<file path="src/rtl/status_poller_if.sv">
`default_nettype none
// ============================================================================
//  Module   : status_poller_if
//  Brief    : Byte-level UART / RS485 link between the status poller and the
//             UART transmitter/receiver pair.
//  Revision : 1.0 - initial release
// ============================================================================
interface status_poller_if;
    logic       tx_start;
    logic [7:0] tx_data;
    logic       tx_busy;
    logic       rx_valid;
    logic [7:0] rx_data;
    logic       driver_enable;

    modport master (
        output tx_start,
        output tx_data,
        output driver_enable,
        input  tx_busy,
        input  rx_valid,
        input  rx_data
    );

    modport slave (
        input  tx_start,
        input  tx_data,
        input  driver_enable,
        output tx_busy,
        output rx_valid,
        output rx_data
    );
endinterface
`default_nettype wire

</file>
<file path="src/rtl/status_poller.sv">
`default_nettype none
// ============================================================================
//  Module   : status_poller
//  Brief    : Sends a status-request frame to one motor board over RS485 and
//             receives, checks and decodes its 28-byte status frame.
//  Revision : 1.0 - initial release
// ============================================================================
module status_poller #(
    parameter int CLK_FREQ_HZ    = 16_000_000,
    parameter int TIMEOUT_CYCLES = 160_000
) (
    input  wire                CLK,
    input  wire                reset_n,
    input  wire                poll_start,
    input  wire         [7:0]  poll_id,
    status_poller_if.master    uart,
    output logic               busy,
    output logic               done,
    output logic               resp_valid,
    output logic               err_crc,
    output logic               err_id,
    output logic               err_timeout,
    output logic        [7:0]  control_mode,
    output logic signed [23:0] encoder0_position,
    output logic signed [23:0] encoder1_position,
    output logic signed [23:0] setpoint,
    output logic signed [23:0] duty,
    output logic signed [23:0] displacement,
    output logic signed [15:0] current
);

    localparam int                 c_CNT_W      = (TIMEOUT_CYCLES > 2) ? $clog2(TIMEOUT_CYCLES) : 1;
    localparam logic [c_CNT_W-1:0] c_TMO_LAST   = c_CNT_W'(TIMEOUT_CYCLES - 1);
    localparam logic [31:0]        c_MAGIC_RESP = 32'h1CEB00DA;
    localparam logic [15:0]        c_CRC_INIT   = 16'hFFFF;

    localparam logic [2:0] c_IDLE  = 3'd0;
    localparam logic [2:0] c_SEND  = 3'd1;
    localparam logic [2:0] c_HUNT  = 3'd2;
    localparam logic [2:0] c_BODY  = 3'd3;
    localparam logic [2:0] c_CHECK = 3'd4;

    generate
        if (TIMEOUT_CYCLES < 2 || CLK_FREQ_HZ < 1) begin : g_param_check
            $error("status_poller: TIMEOUT_CYCLES must be >= 2 and CLK_FREQ_HZ positive");
        end
    endgenerate

    // CRC16 0x8005, MSB-first, one byte per call
    function automatic logic [15:0] f_crc16_byte(input logic [15:0] crc, input logic [7:0] data);
        logic [15:0] c;
        c = crc;
        for (int i = 7; i >= 0; i--) begin
            if (c[15] ^ data[i]) begin
                c = {c[14:0], 1'b0} ^ 16'h8005;
            end else begin
                c = {c[14:0], 1'b0};
            end
        end
        return c;
    endfunction

    logic [2:0]         r_state;
    logic [7:0]         r_id;
    logic [2:0]         r_tx_idx;
    logic               r_tx_start;
    logic [7:0]         r_tx_data;
    logic               r_drv_en;
    logic [c_CNT_W-1:0] r_tcnt;
    logic [31:0]        r_magic;
    logic [4:0]         r_body_cnt;
    logic [15:0]        r_crc;
    logic [183:0]       r_body;
    logic               r_done;
    logic               r_resp_valid;
    logic               r_err_crc;
    logic               r_err_id;
    logic               r_err_timeout;
    logic [7:0]         r_control_mode;
    logic [23:0]        r_enc0;
    logic [23:0]        r_enc1;
    logic [23:0]        r_setpoint;
    logic [23:0]        r_duty;
    logic [23:0]        r_displacement;
    logic [15:0]        r_current;

    logic [15:0]        w_req_crc;
    logic [7:0]         w_req_byte;
    logic [31:0]        w_magic_next;
    logic [191:0]       w_frame;
    logic [15:0]        w_rx_crc;
    logic               w_timeout;
    logic               w_last_byte;
    logic               w_unused_pad;

    assign w_req_crc    = f_crc16_byte(c_CRC_INIT, r_id);
    assign w_magic_next = {r_magic[23:0], uart.rx_data};
    // Bytes 4..27 of the status frame, byte 4 in the top bits, as seen on the final byte's edge
    assign w_frame      = {r_body, uart.rx_data};
    assign w_rx_crc     = w_frame[15:0];
    assign w_unused_pad = ^w_frame[39:16];
    assign w_timeout    = (r_tcnt == c_TMO_LAST);
    assign w_last_byte  = uart.rx_valid && (r_body_cnt == 5'd23);

    always_comb begin
        w_req_byte = 8'h1C;
        case (r_tx_idx)
            3'd1:    w_req_byte = 8'hE1;
            3'd2:    w_req_byte = 8'hCE;
            3'd3:    w_req_byte = 8'hBB;
            3'd4:    w_req_byte = r_id;
            3'd5:    w_req_byte = w_req_crc[15:8];
            3'd6:    w_req_byte = w_req_crc[7:0];
            default: w_req_byte = 8'h1C;
        endcase
    end

    always_ff @(posedge CLK or negedge reset_n) begin
        if (!reset_n) begin
            r_state        <= c_IDLE;
            r_id           <= 8'h00;
            r_tx_idx       <= 3'd0;
            r_tx_start     <= 1'b0;
            r_tx_data      <= 8'h00;
            r_drv_en       <= 1'b0;
            r_tcnt         <= '0;
            r_magic        <= 32'h0;
            r_body_cnt     <= 5'd0;
            r_crc          <= c_CRC_INIT;
            r_body         <= '0;
            r_done         <= 1'b0;
            r_resp_valid   <= 1'b0;
            r_err_crc      <= 1'b0;
            r_err_id       <= 1'b0;
            r_err_timeout  <= 1'b0;
            r_control_mode <= 8'h00;
            r_enc0         <= 24'h0;
            r_enc1         <= 24'h0;
            r_setpoint     <= 24'h0;
            r_duty         <= 24'h0;
            r_displacement <= 24'h0;
            r_current      <= 16'h0;
        end else begin
            r_tx_start    <= 1'b0;
            r_done        <= 1'b0;
            r_resp_valid  <= 1'b0;
            r_err_crc     <= 1'b0;
            r_err_id      <= 1'b0;
            r_err_timeout <= 1'b0;

            case (r_state)
                c_IDLE: begin
                    // Byte 0 goes out on the acceptance edge so tx_start follows poll_start by one cycle
                    if (poll_start) begin
                        r_id       <= poll_id;
                        r_tx_start <= 1'b1;
                        r_tx_data  <= 8'h1C;
                        r_tx_idx   <= 3'd1;
                        r_drv_en   <= 1'b1;
                        r_state    <= c_SEND;
                    end
                end

                c_SEND: begin
                    if (!uart.tx_busy && !r_tx_start) begin
                        if (r_tx_idx == 3'd7) begin
                            r_drv_en <= 1'b0;
                            r_tcnt   <= '0;
                            r_magic  <= 32'h0;
                            r_state  <= c_HUNT;
                        end else begin
                            r_tx_start <= 1'b1;
                            r_tx_data  <= w_req_byte;
                            r_tx_idx   <= r_tx_idx + 3'd1;
                        end
                    end
                end

                c_HUNT: begin
                    r_tcnt <= r_tcnt + 1'b1;
                    if (w_timeout) begin
                        r_done        <= 1'b1;
                        r_err_timeout <= 1'b1;
                        r_state       <= c_CHECK;
                    end else if (uart.rx_valid) begin
                        r_magic <= w_magic_next;
                        if (w_magic_next == c_MAGIC_RESP) begin
                            r_body_cnt <= 5'd0;
                            r_crc      <= c_CRC_INIT;
                            r_state    <= c_BODY;
                        end
                    end
                end

                c_BODY: begin
                    r_tcnt <= r_tcnt + 1'b1;
                    // The final byte beats a coincident timeout
                    if (w_last_byte) begin
                        r_done  <= 1'b1;
                        r_state <= c_CHECK;
                        if (w_rx_crc != r_crc) begin
                            r_err_crc <= 1'b1;
                        end else if (w_frame[191:184] != r_id) begin
                            r_err_id <= 1'b1;
                        end else begin
                            r_resp_valid   <= 1'b1;
                            r_control_mode <= w_frame[183:176];
                            r_enc0         <= w_frame[175:152];
                            r_enc1         <= w_frame[151:128];
                            r_setpoint     <= w_frame[127:104];
                            r_duty         <= w_frame[103:80];
                            r_displacement <= w_frame[79:56];
                            r_current      <= w_frame[55:40];
                        end
                    end else if (w_timeout) begin
                        r_done        <= 1'b1;
                        r_err_timeout <= 1'b1;
                        r_state       <= c_CHECK;
                    end else if (uart.rx_valid) begin
                        r_body     <= {r_body[175:0], uart.rx_data};
                        r_body_cnt <= r_body_cnt + 5'd1;
                        if (r_body_cnt < 5'd22) begin
                            r_crc <= f_crc16_byte(r_crc, uart.rx_data);
                        end
                    end
                end

                c_CHECK: begin
                    r_state <= c_IDLE;
                end

                default: begin
                    r_state <= c_IDLE;
                end
            endcase
        end
    end

    assign uart.tx_start      = r_tx_start;
    assign uart.tx_data       = r_tx_data;
    assign uart.driver_enable = r_drv_en;

    assign busy              = (r_state != c_IDLE);
    assign done              = r_done;
    assign resp_valid        = r_resp_valid;
    assign err_crc           = r_err_crc;
    assign err_id            = r_err_id;
    assign err_timeout       = r_err_timeout;
    assign control_mode      = r_control_mode;
    assign encoder0_position = r_enc0;
    assign encoder1_position = r_enc1;
    assign setpoint          = r_setpoint;
    assign duty              = r_duty;
    assign displacement      = r_displacement;
    assign current           = r_current;

endmodule
`default_nettype wire

</file>
<file path="src/flat_wrapper.sv">
// flat-port wrapper written by rule: the top's interface ports become plain ports
module status_poller_flat 
#(
    parameter int CLK_FREQ_HZ    = 16_000_000,
    parameter int TIMEOUT_CYCLES = 160_000
)
  (CLK, reset_n, poll_start, poll_id, busy, done, resp_valid, err_crc, err_id, err_timeout, control_mode, encoder0_position, encoder1_position, setpoint, duty, displacement, current, uart_tx_start, uart_tx_data, uart_driver_enable, uart_tx_busy, uart_rx_valid, uart_rx_data);
  status_poller_if uart_i ();
  input  wire CLK;
  input  wire reset_n;
  input  wire poll_start;
  input  wire         [7:0] poll_id;
  output logic busy;
  output logic done;
  output logic resp_valid;
  output logic err_crc;
  output logic err_id;
  output logic err_timeout;
  output logic        [7:0] control_mode;
  output logic signed [23:0] encoder0_position;
  output logic signed [23:0] encoder1_position;
  output logic signed [23:0] setpoint;
  output logic signed [23:0] duty;
  output logic signed [23:0] displacement;
  output logic signed [15:0] current;
  output wire logic [$bits(uart_i.tx_start)-1:0] uart_tx_start;
  output wire logic [$bits(uart_i.tx_data)-1:0] uart_tx_data;
  output wire logic [$bits(uart_i.driver_enable)-1:0] uart_driver_enable;
  input wire logic [$bits(uart_i.tx_busy)-1:0] uart_tx_busy;
  input wire logic [$bits(uart_i.rx_valid)-1:0] uart_rx_valid;
  input wire logic [$bits(uart_i.rx_data)-1:0] uart_rx_data;
  assign uart_tx_start = uart_i.tx_start;
  assign uart_tx_data = uart_i.tx_data;
  assign uart_driver_enable = uart_i.driver_enable;
  assign uart_i.tx_busy = uart_tx_busy;
  assign uart_i.rx_valid = uart_rx_valid;
  assign uart_i.rx_data = uart_rx_data;
  status_poller #(.CLK_FREQ_HZ(CLK_FREQ_HZ), .TIMEOUT_CYCLES(TIMEOUT_CYCLES)) u_core (.CLK(CLK), .reset_n(reset_n), .poll_start(poll_start), .poll_id(poll_id), .uart(uart_i), .busy(busy), .done(done), .resp_valid(resp_valid), .err_crc(err_crc), .err_id(err_id), .err_timeout(err_timeout), .control_mode(control_mode), .encoder0_position(encoder0_position), .encoder1_position(encoder1_position), .setpoint(setpoint), .duty(duty), .displacement(displacement), .current(current));
endmodule
</file>
<file path="config.mk">
export PLATFORM = sky130hd
export DESIGN_NAME = status_poller_flat
export DESIGN_NICKNAME = d
export VERILOG_FILES = /design/src/rtl/status_poller_if.sv /design/src/rtl/status_poller.sv /design/src/flat_wrapper.sv
export SDC_FILE = /design/constraint.sdc
export NUM_CORES = 1
export LEC_CHECK = 0
export ABC_CLOCK_PERIOD_IN_PS = 3950
export BUFFER_PORTS_ARGS = -buffer_cell sky130_fd_sc_hd__clkbuf_2
export CELL_PAD_IN_SITES_DETAIL_PLACEMENT = 1
export CELL_PAD_IN_SITES_GLOBAL_PLACEMENT = 1
export CORE_AREA = 2 2 199 201
export CTS_BUF_LIST = sky130_fd_sc_hd__clkbuf_8
export DETAILED_ROUTE_END_ITERATION = 7
export DIE_AREA = 0 0 201 203
export PLACE_DENSITY_LB_ADDON = 0.3
export SYNTH_ARGS = -nofsm -noshare
export SYNTH_HDL_FRONTEND = slang
export SYNTH_SLANG_ARGS = --single-unit
</file>
<file path="constraint.sdc">
create_clock -name CLK -period 3.95 [get_ports CLK]
set_input_delay 0.395 -clock CLK [delete_from_list [all_inputs] [get_ports CLK]]
set_output_delay 0.395 -clock CLK [all_outputs]
set_load 0.01 [all_outputs]
</file>
==> flow_summary.toml <==
[sta]
fin_tns_setup_ns = 0
worst_pin_slew_ns = 1.19
relSlewSlack_pct = 20.9
setup_viol = 0
fin_crit_ns = 2.94
finalHoldViolCount = 0
slew_violations = 0
fmax_mhz = 340
rsz0062_at_grt = "no"
fin_crit_sh_pct = 74.5
worst_clock_skew_ns = 0.0184

[global_route]
grtUsageTotal_pct = 18.8
gr-total-overflow = 0
grt_pass1_vias = 11200
antenna_found_initial = 0
grt_max_degree = 115
grt_pass1_wl_mm = 61.5

[final_layout]
mostFrequentLayoutCells = "404 x dfrtp_1, 291 x mux2_2, 179 x clkbuf_2"
fin_cells = 1982
final_area_sq_um = 20300
area_growth_pct = 18.1
n_antenna_cell = 0
layout-drive-gt1-share_pct = 45.5
fin_util_pct = 52.8
final_common_cell = "dfrtp_1"
nets = 1438

[yosys]
ys_types = 59
yosys_warnings = 0
ys_ff_latch = 420
synth_edf_count = 0
synth_top_area_cell = "dfrtp_1"
async_reset_ff_share_pct = 100
synth.top_cell.area_share_pct = 58.8
synth_fp_nets = 1224
synth_cells = 1195
synthTopCellsByArea = "dfrtp_1 59%, mux2_2 19%, mux2_4 3.5%"
yosysSeqAreaShare_pct = 61.2
synth_top_flop_cell = "dfrtp_1"
netlist_area_sq_um = 17200
synth.avg_cell_area_sq_um = 14.4

[critical_path]
worst_ep_arrival_time_ns = 3.43
cp_data_required_time_ns = 4.44
cp-start-kind = "flop"
worstPathMaxFanout = 97
crit_type = "reg -> reg"
critPathCaptureType = "flop"

[die]
core.rowCount = 72
core-area_sq_um = 38500
initial_utilization_pct = 44.7
fp.dieW_microns = 201
ios = 181
die_area_sq_um = 40800
die_y_microns = 203

[clock_network]
clk_path_buf_depth = 3
clkSlewWorstSetupHoldPaths_ns = 0.06
cts_sinks = 420
root_buffer = "clkbuf_8"
htree_levels = 3
numCtsBuffers = 72
clk_latency_ns = 0.62
cts_resized = 0
cts_tree = "done"

[power_and_ir_drop]
power.density_nw_per_um2 = 611
ir_drop_mv = 0.339
power_leakage_nw = 10.2

[placed_design]
placed_cell_area_sq_um = 18700
gp_congestion = 0.778
hpwlAfterDp_mm = 24.1
numPortBuffers = 180
place_inst = 1847

[routing]
drc = 0
drtPass1Iterations = 4
avgRoutedWirePerCell_microns = 18.8
vias_per_cell = 5.20
drt-total-wl_mm = 37.2
vias = 10300
drt_iter0_drc = 378
final_antenna_net_count = 0

[outcome]
status = "finished, final reports clean"

[hold_path]
holdCritPathClass = "in -> reg"

[run]
drv_cap = 0
[area by class of cell]
class                   instances  area [sq um]
repair buffers                204          1210
inverters                       9          33.8
fillers                      3858         18200
clock buffers                  99          1360
flip-flops and latches        420         10500
multi-input cells             702          6330
well taps                     518           648
clock inverters                30           199
[worst max-delay path, cell delays in order (launching register included)]
cell and delay [ns]:
dfrtp_1 0.41, ha_1 0.24, and2_1 0.19, and3_1 0.29, a21oi_2 0.42, and3_4 0.28, buf_12 0.43, mux2_2 0.41
[power by group]
group,internal [mW],switching [mW],total (mW)
clock network,2.37,1.76,4.13
registers,5.01,0.638,5.65
logic,1.36,1.28,2.64
total,8.74,3.68,12.4
[state kept, by name (all words and copies together) (netlist names), 3 cells and up]
| signal | count |
|---|---|
| u_core.uart.tx_data | 8 |
| u_core.setpoint | 24 |
| u_core.current | 16 |
| u_core.r_body | 184 |
| u_core.duty | 24 |
| u_core.displacement | 24 |
| u_core.r_id | 8 |
| u_core.r_state | 3 |
| u_core.r_magic | 24 |
| u_core.r_tx_idx | 3 |
| u_core.r_tcnt | 18 |
| u_core.r_crc | 16 |
| u_core.r_body_cnt | 5 |
| u_core.control_mode | 8 |
| u_core.encoder0_position | 24 |
| u_core.encoder1_position | 24 |
[cell families after synthesis]
group	share of synthesized area (%)
AO/OA/AOI/OAI	4.61
XOR/XNOR	3.35
adder cells (fa/ha/maj)	0.582
buffers and inverters	2.09
flip-flops	61.2
multiplexers	23.0
AND/OR/NAND/NOR	5.16
[metal layers]
layer | GRT usage, % | vias up | wire [microns]
li1 | - | 4680 | -
met1 | 25.4 | 5359 | 16900
met3 | 4.16 | 62 | 1790
met4 | 6.51 | 0 | 711
met2 | 30.0 | 205 | 17800
met5 | 0 | - | 0
[final timing paths]
path	from	to	slack [ns]	cells past startpoint
setup reg to reg	u_core.r_tcnt[0]	u_core.r_body[51]	1.01	7
setup / recovery	u_core.r_tcnt[0]	u_core.r_body[51]	1.01	7
max in group asynchronous	reset_n	u_core.r_body[66]	2.37	3
hold / removal	poll_id[5]	u_core.r_id[5]	0.05	2
hold reg to reg	u_core.uart.driver_enable	u_core.uart.driver_enable	0.48	1
min in group asynchronous	reset_n	u_core.uart.tx_data[3]	0.50	2
[through the flow]
step	hold slack (ns)	total power, mW	worst slack, ns
after floorplan	0.0994	7.61	1.55
after global placement	0.462	8.25	1.08
after detailed placement	0.474	8.38	1.03
after CTS	0.00196	12.6	1.01
after global routing	0.0224	13.2	0.813
final	0.0488	12.4	1.01
[synth_stat cells (all sizes together) (5+ instances only)]
library cell	count
a21o	5
a21oi	15
a22o	9
a2bb2oi	9
and2	6
and3	5
buf	38
clkbuf	26
dfrtp	404
dfstp	16
ha	8
inv	8
mux2	336
nand2	80
nand2b	5
nand3	12
nand4	10
nor2	17
nor3	6
nor4	10
o21ai	60
o22a	7
xnor2	37
xnor3	5
xor2	16
[what timing repair did]
item | 4_1_cts | 5_1_grt
hold buffers | 6 | 0
buffers inserted | 0 | 0
setup endpoints to repair | 0 | 0
endpoints found under the hold margin | 106 | 0
(Power assumes the default switching activity.)
